==> src/rtl/imem_loader.sv <==
// Byte-stream program loader for a writable instruction memory: takes a word-count
// header followed by little-endian instruction bytes and writes one imem word per 4 bytes.
module imem_loader #(
  parameter int ADDR_W  = 6,
  parameter int TIMEOUT = 1024
) (
  input  logic              clk,
  input  logic              reset,
  input  logic              start,
  input  logic              byte_valid,
  input  logic [7:0]        byte_data,
  output logic              byte_ready,
  output logic              imem_we,
  output logic [ADDR_W-1:0] imem_waddr,
  output logic [31:0]       imem_wdata,
  output logic              cpu_hold,
  output logic              busy,
  output logic              done,
  output logic              err,
  output logic [ADDR_W:0]   words_loaded
);

  localparam int N_WORDS = 2 ** ADDR_W;
  localparam int TW      = $clog2(TIMEOUT + 1);

  typedef enum logic [2:0] {IDLE, HDR, DATA, DONE, ERR} state_t;

  state_t            state;
  logic [1:0]        lane;
  logic [ADDR_W:0]   idx;
  logic [ADDR_W:0]   n_words;
  logic [23:0]       acc;
  logic [TW-1:0]     tcnt;
  logic              hs;

  assign byte_ready = (state == HDR) || (state == DATA);
  assign busy       = byte_ready;
  assign done       = (state == DONE);
  assign hs         = byte_valid && byte_ready;

  always_ff @(posedge clk) begin
    if (reset) begin
      state        <= IDLE;
      lane         <= '0;
      idx          <= '0;
      tcnt         <= '0;
      imem_we      <= 1'b0;
      imem_waddr   <= '0;
      imem_wdata   <= '0;
      cpu_hold     <= 1'b0;
      err          <= 1'b0;
      words_loaded <= '0;
    end else begin
      imem_we <= 1'b0;
      case (state)
        IDLE: begin
          if (start) begin
            state        <= HDR;
            err          <= 1'b0;
            words_loaded <= '0;
            cpu_hold     <= 1'b1;
            tcnt         <= '0;
          end
        end
        HDR, DATA: begin
          if (hs) begin
            tcnt <= '0;
            if (state == HDR) begin
              // Header value 0 encodes a full-memory image.
              if (int'(byte_data) > N_WORDS) begin
                state <= ERR;
              end else begin
                n_words <= (byte_data == 8'd0) ? (ADDR_W+1)'(N_WORDS)
                                               : (ADDR_W+1)'(byte_data);
                lane    <= '0;
                idx     <= '0;
                state   <= DATA;
              end
            end else begin
              if (lane == 2'd3) begin
                imem_we      <= 1'b1;
                imem_waddr   <= idx[ADDR_W-1:0];
                imem_wdata   <= {byte_data, acc};
                idx          <= idx + (ADDR_W+1)'(1);
                words_loaded <= words_loaded + (ADDR_W+1)'(1);
                if (idx == n_words - (ADDR_W+1)'(1)) state <= DONE;
              end else begin
                acc[{lane, 3'b000} +: 8] <= byte_data;
              end
              lane <= lane + 2'd1;
            end
          end else if (tcnt == TW'(TIMEOUT - 1)) begin
            // Stalled link: drop any partially assembled word.
            state <= ERR;
          end else begin
            tcnt <= tcnt + TW'(1);
          end
        end
        DONE: begin
          cpu_hold <= 1'b0;
          state    <= IDLE;
        end
        ERR: begin
          err   <= 1'b1;
          state <= IDLE;
        end
        default: state <= IDLE;
      endcase
    end
  end

endmodule

==> config.mk <==
export PLATFORM = sky130hd
export DESIGN_NAME = imem_loader
export DESIGN_NICKNAME = d
export VERILOG_FILES = /design/src/rtl/imem_loader.sv
export SDC_FILE = /design/constraint.sdc
export NUM_CORES = 1
export LEC_CHECK = 0
export ABC_AREA = 1
export BUFFER_PORTS_ARGS = -buffer_cell sky130_fd_sc_hd__buf_2
export CELL_PAD_IN_SITES_DETAIL_PLACEMENT = 0
export CELL_PAD_IN_SITES_GLOBAL_PLACEMENT = 1
export CORE_MARGIN = 4
export CORE_UTILIZATION = 42
export DETAILED_ROUTE_END_ITERATION = 10
export MAX_ROUTING_LAYER = met4
export PLACE_DENSITY = 0.91
export REMOVE_ABC_BUFFERS = 1
export SLEW_MARGIN = 20
export SYNTH_ARGS = -nofsm -noshare
export SYNTH_HDL_FRONTEND = slang
export SYNTH_SLANG_ARGS = --single-unit
==> constraint.sdc <==
create_clock -name clk -period 3.1 [get_ports clk]
set_input_delay 0.62 -clock clk [delete_from_list [all_inputs] [get_ports clk]]
set_output_delay 0.62 -clock clk [all_outputs]
set_load 0.02 [all_outputs]
==> summary.md, run 1 <==
| Metric | Value |
|---|---|
| Sinks on the clock net | 102 |
| Cts bufs inserted | 9 |
| Fraction of registers with async set or reset after synthesis | 0% |
| Warnings from Yosys | 0 |
| Final wirelength | 9.46 mm |
| Power density cells | 597 mW/mm^2 |
| Total of max-cap violations | 0 |
| Initial standard-cell utilization of the core | 43.3% |
| Share of the synthesized area in compound gates (AO/OA/AOI/OAI) | 10.2% |
| Die outline height | 111 microns |
| Final clock period utilization by the worst path | 69.5% |
| CTS resizes | 0 |
| Remaining Overflow, GRT | 0 |
| TritonCTS clock tree | built |
| Fraction of post-synthesis cell area in the top cell type by area | 31.6% |
| CP Launch Type | register |
| Clock transition at path regs | 0.10 ns |
| Number of cells on the worst reg-to-reg path | 11 |
| Setup tns final | 0 ns |
| Estimated wirelength of the detail-placed design | 7.05 mm |
| Slew Limit Fails | 0 |
| First-pass GRT wire length | 16.5 mm |
| Count of placed standard cells in the final layout, fillers left out | 748 |
| Final #Nets | 628 |
| Count of H-tree levels built during CTS | 3 |
| Number of instances in the synthesized netlist | 555 |
| Number of hold-slack violations in the final timing report | 0 |
| Maximum number of pins on one net before global-route repair | 43 |
| Number of enable flip-flop cells after synthesis | 31 |
| Adder-cell share of the synthesized area | 2.51% |
| Portion of netlist area occupied by mux cells | 0% |
| Vias in the first global route | 3537 |
| Flops & latches, synth | 102 |
| Result of the run | finished, final reports clean |
| Top achievable clock speed | 0.464 GHz |
| Area of all placed cells without fillers | 0.00507 sq mm |
| Biggest area contributors in the synthesized netlist | sky130_fd_sc_hd__dfxtp_1 (32%), sky130_fd_sc_hd__edfxtp_1 (21%), sky130_fd_sc_hd__nor2_1 (8.2%), sky130_fd_sc_hd__nand2_1 (7.5%), sky130_fd_sc_hd__inv_1 (4.8%) |
| Clock Skew | 0.00851 ns |
| Root Buffer Master | sky130_fd_sc_hd__clkbuf_8 |
| Simple-gate share of the synthesized area | 24.7% |
| Terminus of the critical flop-to-flop path | imem_wdata[24]$_SDFFE_PP0P_ |
| Number of antenna violations at the first check in global routing | 0 |
| Maximum buffer depth of the clock tree | 2 |
| Starting DRC count in detailed routing | 234 |
| Critical path peak fanout | 35 |
| Slack of the worst reg-to-reg path | 0.95 ns |
| Worst Path Class, Setup | register to register |
| Core Box Area | 0.0104 sq mm |
| Post-synthesis xor/xnor area fraction | 2.34% |
| Kind of capture point of the worst setup path | register |
| Width of the die | 111 microns |
| Antenna-violating nets left | 0 |
| Average vias per placed instance | 4.91 |
| Die footprint | 0.0124 sq mm |
| Combinational family with the most area after synthesis | simple AND/OR/NAND/NOR gates |
| Cell count after placement | 732 |
| Layout overhead on the synthesized area | 12.9% |
| Cell type with the largest total area after synthesis | sky130_fd_sc_hd__dfxtp_1 |
| Distinct cell type count of the synthesized netlist | 35 |
| # Post-CTS Setup Buffers | 0 |
| DR vias | 3673 |
| Hold buffer count at CTS | 0 |
| Routability congestion estimate from global placement | 0.818 |
| Detailed-routing iteration count for the pre-antenna-repair pass | 5 |
| Start point of the critical path | state[1]$_SDFFE_PP0P_ |
| Post-place instance area | 0.00488 sq mm |
| Slew margin rel. | 52.6% |
| GRT Overall Usage | 16.4% |
| Most frequent cells in the layout | sky130_fd_sc_hd__nor2_1 (98), sky130_fd_sc_hd__nand2_1 (90), sky130_fd_sc_hd__dfxtp_1 (71) |
| Leading register cell type out of synthesis | sky130_fd_sc_hd__dfxtp_1 |
| Number of cell rows | 37 |
| Worst-Margin Slew | 0.708 ns |
| Clock latency on the worst-skew pair | 0.36 ns |
| Peak supply drop | 390 uV |
| Startpoint of the lowest-slack register-to-register path | state[1]$_SDFFE_PP0P_ |
| Min cycle time layout | 2.15 ns |
| Number of remaining DRC errors | 0 |
| Total of endpoints with negative setup slack in the final report | 0 |
| Leakage power | 2.29 nW |
| Layout fillers | 1052 |
| Ports placed on the boundary | 63 |
| End point of the critical path | imem_wdata[24]$_SDFFE_PP0P_ |
| Worst min-delay path category | register to register |
| Data required time at the worst endpoint | 3.39 ns |
| Part of the Yosys area used for sequential elements | 52.3% |
| Number of buffer cells added on primary ports | 62 |
| Area of the mapped netlist | 0.00449 sq mm |
| Mean instance size in the synthesized netlist | 8.10 sq um |
| Inserted Diodes | 0 |
| Critical path data arrival time | 2.45 ns |
| RSZ-0062 raised after global routing | false |
| Post-DR wirelength/cell | 12.6 microns |
| Ratio of cells with drive above 1 in the final layout | 16.0% |
| Leading cell type in the layout, fill and taps excluded | sky130_fd_sc_hd__nor2_1 |
-- critical path, stage by stage (launching register included) --
cell	delay [ns]
sky130_fd_sc_hd__dfxtp_1	0.46
sky130_fd_sc_hd__nor2_2	0.08
sky130_fd_sc_hd__inv_2	0.07
sky130_fd_sc_hd__nand3_2	0.09
sky130_fd_sc_hd__inv_2	0.11
sky130_fd_sc_hd__nand2_1	0.12
sky130_fd_sc_hd__inv_2	0.11
sky130_fd_sc_hd__nand2_4	0.08
sky130_fd_sc_hd__nor2_8	0.25
sky130_fd_sc_hd__buf_4	0.40
sky130_fd_sc_hd__o21ai_0	0.14
sky130_fd_sc_hd__a21oi_1	0.16
-- synthesized netlist by cell type (2+ instances only) --
library cell and number:
sky130_fd_sc_hd__nor2_2 4, sky130_fd_sc_hd__nor3_1 29, sky130_fd_sc_hd__buf_4 7, sky130_fd_sc_hd__o21ai_0 8, sky130_fd_sc_hd__xor2_1 8, sky130_fd_sc_hd__xnor2_1 4
sky130_fd_sc_hd__nand4_1 3, sky130_fd_sc_hd__inv_1 57, sky130_fd_sc_hd__buf_2 3, sky130_fd_sc_hd__ha_1 9, sky130_fd_sc_hd__nand3_1 22, sky130_fd_sc_hd__nor3b_1 3
sky130_fd_sc_hd__buf_1 2, sky130_fd_sc_hd__a21oi_1 35, sky130_fd_sc_hd__o21ai_1 39, sky130_fd_sc_hd__nand2_1 90, sky130_fd_sc_hd__o21bai_1 2, sky130_fd_sc_hd__nor2_1 98
sky130_fd_sc_hd__clkbuf_1 12, sky130_fd_sc_hd__edfxtp_1 31, sky130_fd_sc_hd__dfxtp_1 71, sky130_fd_sc_hd__inv_2 5
-- report_power, final --
group	total, mW	switching (mW)	internal [mW]
combinational	0.702	0.503	0.199
sequential	1.51	0.0536	1.45
clock	0.820	0.499	0.320
total	3.03	1.06	1.97
-- stage by stage --
step	power (mW)	setup WS, ns	util, %	hold WS [ns]
2_1_floorplan	2.06	0.475	-	0.447
3_3_place_gp	2.22	1.09	47.0	0.451
3_5_place_dp	2.24	0.965	47.0	0.462
4_1_cts	3.07	0.925	48.9	0.458
5_1_grt	3.23	0.752	48.9	0.450
6_report	3.03	0.946	48.9	0.473
-- logic make-up after synthesis --
logic type               Yosys count
AO/OA/AOI/OAI                     88
XOR/XNOR                          12
adder cells (fa/ha/maj)            9
buffers and inverters             87
flip-flops                       102
AND/OR/NAND/NOR                  257
-- routing by layer --
layer  vias to the layer above  part of all wire, %  global-route usage, %
li1                       1898                    -                      -
met1                      1658                   45                   21.1
met2                       103                   47                   26.2
met3                        14                  6.7                   3.42
met4                         0                  1.4                   4.79
met5                         -                    0                      -
-- state kept, by name (all words and copies together), names as in the netlist, 2 cells and up --
name / cells
imem_waddr: 6
n_words: 7
words_loaded: 7
imem_wdata: 32
tcnt: 11
lane: 2
state: 3
acc: 24
idx: 7
-- area by class of cell --
class	instances	area (sq um)	area share (%)
Timing Repair Buffer	65	333	6.56
Clock inverter	7	71.3	1.41
Clock buffer	9	124	2.44
Tap cell	136	170	3.35
Multi-Input combinational cell	366	1780	35.2
Inverter	63	239	4.71
Sequential cell	102	2350	46.4
-- worst min-delay path by stage --
stage                     start                    endpoint  depth (start not counted)
2_1_floorplan  acc[0]$_DFFE_PP_  imem_wdata[0]$_SDFFE_PP0P_                          2
3_3_place_gp   err$_SDFFE_PP0P_            err$_SDFFE_PP0P_                          2
3_5_place_dp   err$_SDFFE_PP0P_            err$_SDFFE_PP0P_                          2
4_1_cts            byte_data[5]    n_words[5]$_SDFFCE_PN0P_                          1
5_1_grt            byte_data[5]    n_words[5]$_SDFFCE_PN0P_                          1
6_report       err$_SDFFE_PP0P_            err$_SDFFE_PP0P_                          2
(Power assumes the default switching activity.)
==> run 2: changes to the inputs <==
==> constraint.sdc (replaced) <==
create_clock -name clk -period 2.1 [get_ports clk]
set_input_delay 0.42 -clock clk [delete_from_list [all_inputs] [get_ports clk]]
set_output_delay 0.42 -clock clk [all_outputs]
set_load 0.02 [all_outputs]
==> run 2 against run 1 <==
Effect of this change:
- sequential power rose by 47%
- fmax rose by 18%
- utilization rose by 0.51 points
- critical path depth did not move
- power rose by 47%
==> summary.md, run 2 (same netlist as run 1, synthesis figures left out) <==
| Metric | Value |
|---|---|
| Average vias per placed instance | 4.84 |
| Starting DRC count in detailed routing | 233 |
| Setup tns final | 0 ns |
| Cell count after placement | 738 |
| Estimated wirelength of the detail-placed design | 6.99 mm |
| Most frequent cells in the layout | sky130_fd_sc_hd__nor2_1 (98), sky130_fd_sc_hd__nand2_1 (90), sky130_fd_sc_hd__dfxtp_1 (71) |
| Root Buffer Master | sky130_fd_sc_hd__clkbuf_8 |
| Number of hold-slack violations in the final timing report | 0 |
| Terminus of the critical flop-to-flop path | imem_wdata[24]$_SDFFE_PP0P_ |
| Sinks on the clock net | 102 |
| Worst hold endpoint | n_words[5]$_SDFFCE_PN0P_ |
| Vias in the first global route | 3584 |
| Maximum number of pins on one net before global-route repair | 43 |
| Clock Skew | 0.0107 ns |
| First-pass GRT wire length | 16.6 mm |
| Count of placed standard cells in the final layout, fillers left out | 754 |
| Largest incremental delay on the critical path | 0.44 ns |
| Slew margin rel. | 72.7% |
| CTS resizes | 0 |
| CP Launch Type | register |
| Critical path peak fanout | 42 |
| Biggest regs | imem_wdata (32), acc (24), tcnt (11) |
| Peak supply drop | 676 uV |
| Initial standard-cell utilization of the core | 43.3% |
| Kind of capture point of the worst setup path | register |
| Die footprint | 0.0124 sq mm |
| Clock transition at path regs | 0.10 ns |
| Worst Path Class, Setup | register to register |
| Final design utilization | 49.4% |
| Min cycle time layout | 1.82 ns |
| Detailed-routing iteration count for the pre-antenna-repair pass | 4 |
| Slack of the worst reg-to-reg path | 0.28 ns |
| Total of endpoints with negative setup slack in the final report | 0 |
| # Post-CTS Setup Buffers | 0 |
| Number of flip-flops under the largest register name | 32 |
| Total of max-cap violations | 0 |
| Clock latency on the worst-skew pair | 0.37 ns |
| Number of remaining DRC errors | 0 |
| Leading cell type in the layout, fill and taps excluded | sky130_fd_sc_hd__nor2_1 |
| Antenna-violating nets left | 0 |
| Width of the die | 111 microns |
| Area of all placed cells without fillers | 0.00513 sq mm |
| Cts bufs inserted | 9 |
| Maximum buffer depth of the clock tree | 2 |
| Routability congestion estimate from global placement | 0.865 |
| Inserted Diodes | 0 |
| Worst-Margin Slew | 0.406 ns |
| Critical path data arrival time | 2.13 ns |
| Ratio of cells with drive above 1 in the final layout | 16.8% |
| Worst min-delay path category | primary input to register |
| Max stage delay cell, worst path | sky130_fd_sc_hd__dfxtp_1 |
| Core Box Area | 0.0104 sq mm |
| Result of the run | finished, final reports clean |
| Cell occurring most often along the worst timing path | sky130_fd_sc_hd__inv_2 |
| Start point of the worst min-delay path | byte_data[5] |
| Die outline height | 111 microns |
| Final clock period utilization by the worst path | 86.7% |
| Register bank with the most flops | imem_wdata |
| Count of H-tree levels built during CTS | 3 |
| RSZ-0062 raised after global routing | false |
| Hold buffer count at CTS | 0 |
| Post-place instance area | 0.00495 sq mm |
| Remaining Overflow, GRT | 0 |
| Critical-path cell list | nor2_2 > inv_2 > nand3_2 > inv_2 > nand2_1 > inv_2 > nand2_4 > nor2_8 > buf_12 > o21ai_0 > a21oi_1 |
| DR vias | 3648 |
| Final #Nets | 634 |
| Post-DR wirelength/cell | 12.7 microns |
| TritonCTS clock tree | built |
| Number of buffer cells added on primary ports | 62 |
| Data required time at the worst endpoint | 2.41 ns |
| Power density cells | 869 mW/mm^2 |
| Startpoint of the lowest-slack register-to-register path | state[1]$_SDFFE_PP0P_ |
| Ports placed on the boundary | 63 |
| Layout overhead on the synthesized area | 14.1% |
| Number of cells on the worst reg-to-reg path | 11 |
| Number of antenna violations at the first check in global routing | 0 |
| Leakage power | 2.31 nW |
| Number of cells on the worst hold path | 1 |
| Top achievable clock speed | 0.549 GHz |
| Final wirelength | 9.55 mm |
| Slew Limit Fails | 0 |
| Number of cell rows | 37 |
| GRT Overall Usage | 16.5% |
## run 2: cell count changes in the layout (fill, tap and decap cells not counted)
cell / before / now
sky130_fd_sc_hd__clkinv_4: 2 / 0
sky130_fd_sc_hd__buf_4: 3 / 7
sky130_fd_sc_hd__inv_6: 1 / 3
sky130_fd_sc_hd__clkinv_2: 0 / 1
sky130_fd_sc_hd__inv_8: 4 / 0
sky130_fd_sc_hd__buf_12: 0 / 2
sky130_fd_sc_hd__clkinvlp_4: 0 / 3
## run 2: stage by stage
step                hold WS, ns  setup slack (ns)  power (mW)
finish                    0.276             0.279        4.46
global route              0.252            0.0490        4.74
CTS                       0.249             0.272        4.49
detailed placement        0.456             0.262        3.35
global placement          0.451             0.330        3.32
floorplan                 0.447            -0.435        3.04
## run 2: power breakdown
group	switching (mW)	internal (mW)	leakage, nW
clock network	0.708	0.441	0.0827
registers	0.0745	2.15	0.865
logic	0.763	0.325	1.36
total	1.55	2.91	2.31
## run 2: final cells by class
| cell class | instances | area [sq um] |
|---|---|---|
| clock inverter | 7 | 53.8 |
| tap | 136 | 170 |
| sequential | 102 | 2350 |
| timing repair buffer | 71 | 403 |
| clock buffer | 9 | 124 |
| inverter | 63 | 239 |
| multi-input combinational | 366 | 1780 |
| fill | 1015 | 5240 |
## run 2: worst max-delay path by stage
stage	from	end	slack, ns	cells after the start
floorplan	state[1]$_SDFFE_PP0P_	n_words[0]$_SDFFCE_PN0P_	-0.43	6
global placement	state[1]$_SDFFE_PP0P_	imem_wdata[24]$_SDFFE_PP0P_	0.33	11
detailed placement	byte_data[4]	n_words[5]$_SDFFCE_PN0P_	0.26	5
CTS	lane[0]$_SDFFE_PP0P_	words_loaded[5]$_SDFFE_PP0P_	0.27	8
global route	lane[0]$_SDFFE_PP0P_	words_loaded[6]$_SDFFE_PP0P_	0.05	9
finish	state[1]$_SDFFE_PP0P_	imem_wdata[24]$_SDFFE_PP0P_	0.28	11
## run 2: routing by layer
| layer | vias up | global-route usage (%) | share of wire [%] |
|---|---|---|---|
| li1 | 1912 | - | - |
| met1 | 1654 | 20.4 | 47 |
| met2 | 73 | 26.9 | 47 |
| met3 | 9 | 3.91 | 5.0 |
| met4 | 0 | 4.95 | 1.2 |
| met5 | - | - | 0 |
## run 2: critical path: cells and delay by family, from the launching register on
kind	cells	cell delay, ns
simple gates	5	0.56
buf+inv	4	0.52
flops	1	0.44
compound gates	2	0.23
==> run 3: changes to the inputs <==
--- a/config.mk
+++ b/config.mk
@@ -6,7 +6,7 @@
 export NUM_CORES = 1
 export LEC_CHECK = 0
 export ABC_AREA = 1
-export BUFFER_PORTS_ARGS = -buffer_cell sky130_fd_sc_hd__buf_2
+export BUFFER_PORTS_ARGS = -buffer_cell sky130_fd_sc_hd__clkbuf_2
 export CELL_PAD_IN_SITES_DETAIL_PLACEMENT = 0
 export CELL_PAD_IN_SITES_GLOBAL_PLACEMENT = 1
 export CORE_MARGIN = 4
==> run 3 against run 2 <==
Effect of this change:
- first-iteration DRC count rose by 4.3%
- critical path depth down 2
- register-to-register slack about the same
- power shrank 0.24%
- clock power about the same
- final area about the same
- global-route usage barely moved
- sequential power about the same
- worst hold slack improved by 0.0084 ns
- clock-buffer cell count stayed put
- non-clock buffer count rose by 2
- clock skew increased by 0.00069 ns
- critical endpoint is now words_loaded[4]$_SDFFE_PP0P_
- largest cell class unchanged
==> summary.md, run 3 (same netlist as run 1, synthesis figures left out) <==
| Metric | Value |
|---|---|
| CTS resizes | 0 |
| Number of remaining DRC errors | 0 |
| Starting DRC count in detailed routing | 243 |
| Layout overhead on the synthesized area | 14.1% |
| Worst min-delay path category | primary input to register |
| Die footprint | 0.0124 sq mm |
| Result of the run | finished, final reports clean |
| Post-place instance area | 0.00495 sq mm |
| Initial standard-cell utilization of the core | 43.3% |
| Critical-path cell list | ha_1 > inv_1 > a211oi_1 > nand2_1 > nor2_2 > nand2_1 > o21ai_0 > inv_1 > nor3_1 |
| Leading cell type in the layout, fill and taps excluded | sky130_fd_sc_hd__nor2_1 |
| Routability congestion estimate from global placement | 0.865 |
| Ports placed on the boundary | 63 |
| Critical path data arrival time | 2.12 ns |
| Maximum buffer depth of the clock tree | 2 |
| Number of buffer cells added on primary ports | 62 |
| TritonCTS clock tree | built |
| Data required time at the worst endpoint | 2.39 ns |
| Cell class contributing the biggest share of worst-path delay | simple AND/OR/NAND/NOR gates |
| Register bank with the most flops | imem_wdata |
| Portion of total power attributed to the clock network | 25.8% |
| Detailed-routing iteration count for the pre-antenna-repair pass | 4 |
| Estimated wirelength of the detail-placed design | 7.00 mm |
| Number of hold-slack violations in the final timing report | 0 |
| GRT Overall Usage | 16.5% |
| Fraction of power consumed by combinational cells | 24.2% |
| Leakage power | 2.28 nW |
| Final clock period utilization by the worst path | 87.2% |
| Vias in the first global route | 3552 |
| Inserted Diodes | 0 |
| Die outline height | 111 microns |
| Remaining Overflow, GRT | 0 |
| RSZ-0062 raised after global routing | false |
| Switching power summed over all nets | 1.53 mW |
| Maximum number of pins on one net before global-route repair | 43 |
| Final wirelength | 9.58 mm |
| Slew Limit Fails | 0 |
| Clock latency on the worst-skew pair | 0.37 ns |
| Seq pwr share | 50.0% |
| Top achievable clock speed | 0.546 GHz |
| Width of the die | 111 microns |
| Core Box Area | 0.0104 sq mm |
| # Post-CTS Setup Buffers | 0 |
| Final #Nets | 636 |
| Most frequent cells in the layout | sky130_fd_sc_hd__nor2_1 (98), sky130_fd_sc_hd__nand2_1 (90), sky130_fd_sc_hd__dfxtp_1 (71) |
| Cell internal pwr | 2.92 mW |
| Count of H-tree levels built during CTS | 3 |
| Number of cell rows | 37 |
| Worst Path Class, Setup | register to register |
| Number of flip-flops under the largest register name | 32 |
| Biggest regs | imem_wdata (32), acc (24), tcnt (11) |
| CP Launch Type | register |
| Antenna-violating nets left | 0 |
| Layout fillers | 996 |
| Worst-Margin Slew | 0.416 ns |
| Root Buffer Master | sky130_fd_sc_hd__clkbuf_8 |
| Number of antenna violations at the first check in global routing | 0 |
| Total of endpoints with negative setup slack in the final report | 0 |
| Kind of capture point of the worst setup path | register |
| Hold buffer count at CTS | 0 |
| Clock transition at path regs | 0.10 ns |
| Min cycle time layout | 1.83 ns |
| Post-DR wirelength/cell | 12.7 microns |
| Total power after layout | 4.45 mW |
| Sinks on the clock net | 102 |
| DR vias | 3683 |
| Clock Skew | 0.0114 ns |
| Area of all placed cells without fillers | 0.00513 sq mm |
| Ratio of cells with drive above 1 in the final layout | 17.1% |
| Total of max-cap violations | 0 |
| Cts bufs inserted | 9 |
| Peak supply drop | 554 uV |
| First-pass GRT wire length | 16.5 mm |
| Average vias per placed instance | 4.87 |
| Largest incremental delay on the critical path | 0.41 ns |
| Power density cells | 867 mW/mm^2 |
| Final design utilization | 49.5% |
| Max stage delay cell, worst path | sky130_fd_sc_hd__dfxtp_1 |
| Combined buffer and inverter count along the critical path | 2 |
| Slew margin rel. | 72.3% |
| Critical path peak fanout | 6 |
| Switching share of power | 34.3% |
run 3: cell count changes in the layout (fill, tap and decap cells not counted):
cell	delta
sky130_fd_sc_hd__inv_4	+2
sky130_fd_sc_hd__buf_2	-62
sky130_fd_sc_hd__clkinvlp_4	-2
sky130_fd_sc_hd__buf_12	-1
sky130_fd_sc_hd__inv_6	-1
sky130_fd_sc_hd__buf_4	+3
sky130_fd_sc_hd__inv_8	+1
sky130_fd_sc_hd__clkbuf_2	+62
run 3: final timing paths:
kind	start	slack, ns	cells past startpoint	to
worst min register to register	err$_SDFFE_PP0P_	0.47	2	err$_SDFFE_PP0P_
worst min-delay path	byte_data[5]	0.28	1	n_words[5]$_SDFFCE_PN0P_
worst max register to register	lane[0]$_SDFFE_PP0P_	0.27	9	words_loaded[4]$_SDFFE_PP0P_
worst max-delay path	lane[0]$_SDFFE_PP0P_	0.27	9	words_loaded[4]$_SDFFE_PP0P_
run 3: routing by layer:
metal | share of wire [%] | vias up | wire length (microns) | global-route usage [%]
met5 | 0 | - | 0 | -
met4 | 1.0 | 0 | 99 | 3.73
met3 | 5.2 | 9 | 495 | 4.84
met2 | 47 | 92 | 4530 | 27.1
met1 | 46 | 1668 | 4450 | 20.2
li1 | - | 1914 | - | -
run 3: layout make-up:
class / count / area [sq um] / area share, %
Multi-Input combinational cell: 366 / 1780 / 34.8
Clock inverter: 7 / 53.8 / 1.05
Sequential cell: 102 / 2350 / 45.9
Timing Repair Buffer: 73 / 405 / 7.90
Tap cell: 136 / 170 / 3.32
Inverter: 63 / 239 / 4.66
Clock buffer: 9 / 124 / 2.42
run 3: power groups by stage:
| stage | clock network (mW) | logic [mW] | registers (mW) |
|---|---|---|---|
| 2_1_floorplan | 0 | 0.759 | 2.28 |
| 3_3_place_gp | 0 | 1.06 | 2.26 |
| 3_5_place_dp | 0 | 1.08 | 2.27 |
| 4_1_cts | 1.19 | 1.08 | 2.22 |
| 5_1_grt | 1.27 | 1.22 | 2.24 |
| 6_report | 1.15 | 1.08 | 2.22 |
run 3: stage by stage:
stage	hold WS, ns	worst slack, ns	setup TNS, ns	cells
finish	0.285	0.269	0	756
floorplan	0.447	-0.435	-3.04	531
global route	0.261	0.0756	0	756
detailed placement	0.455	0.230	0	740
CTS	0.263	0.272	0	756
global placement	0.453	0.339	0	740
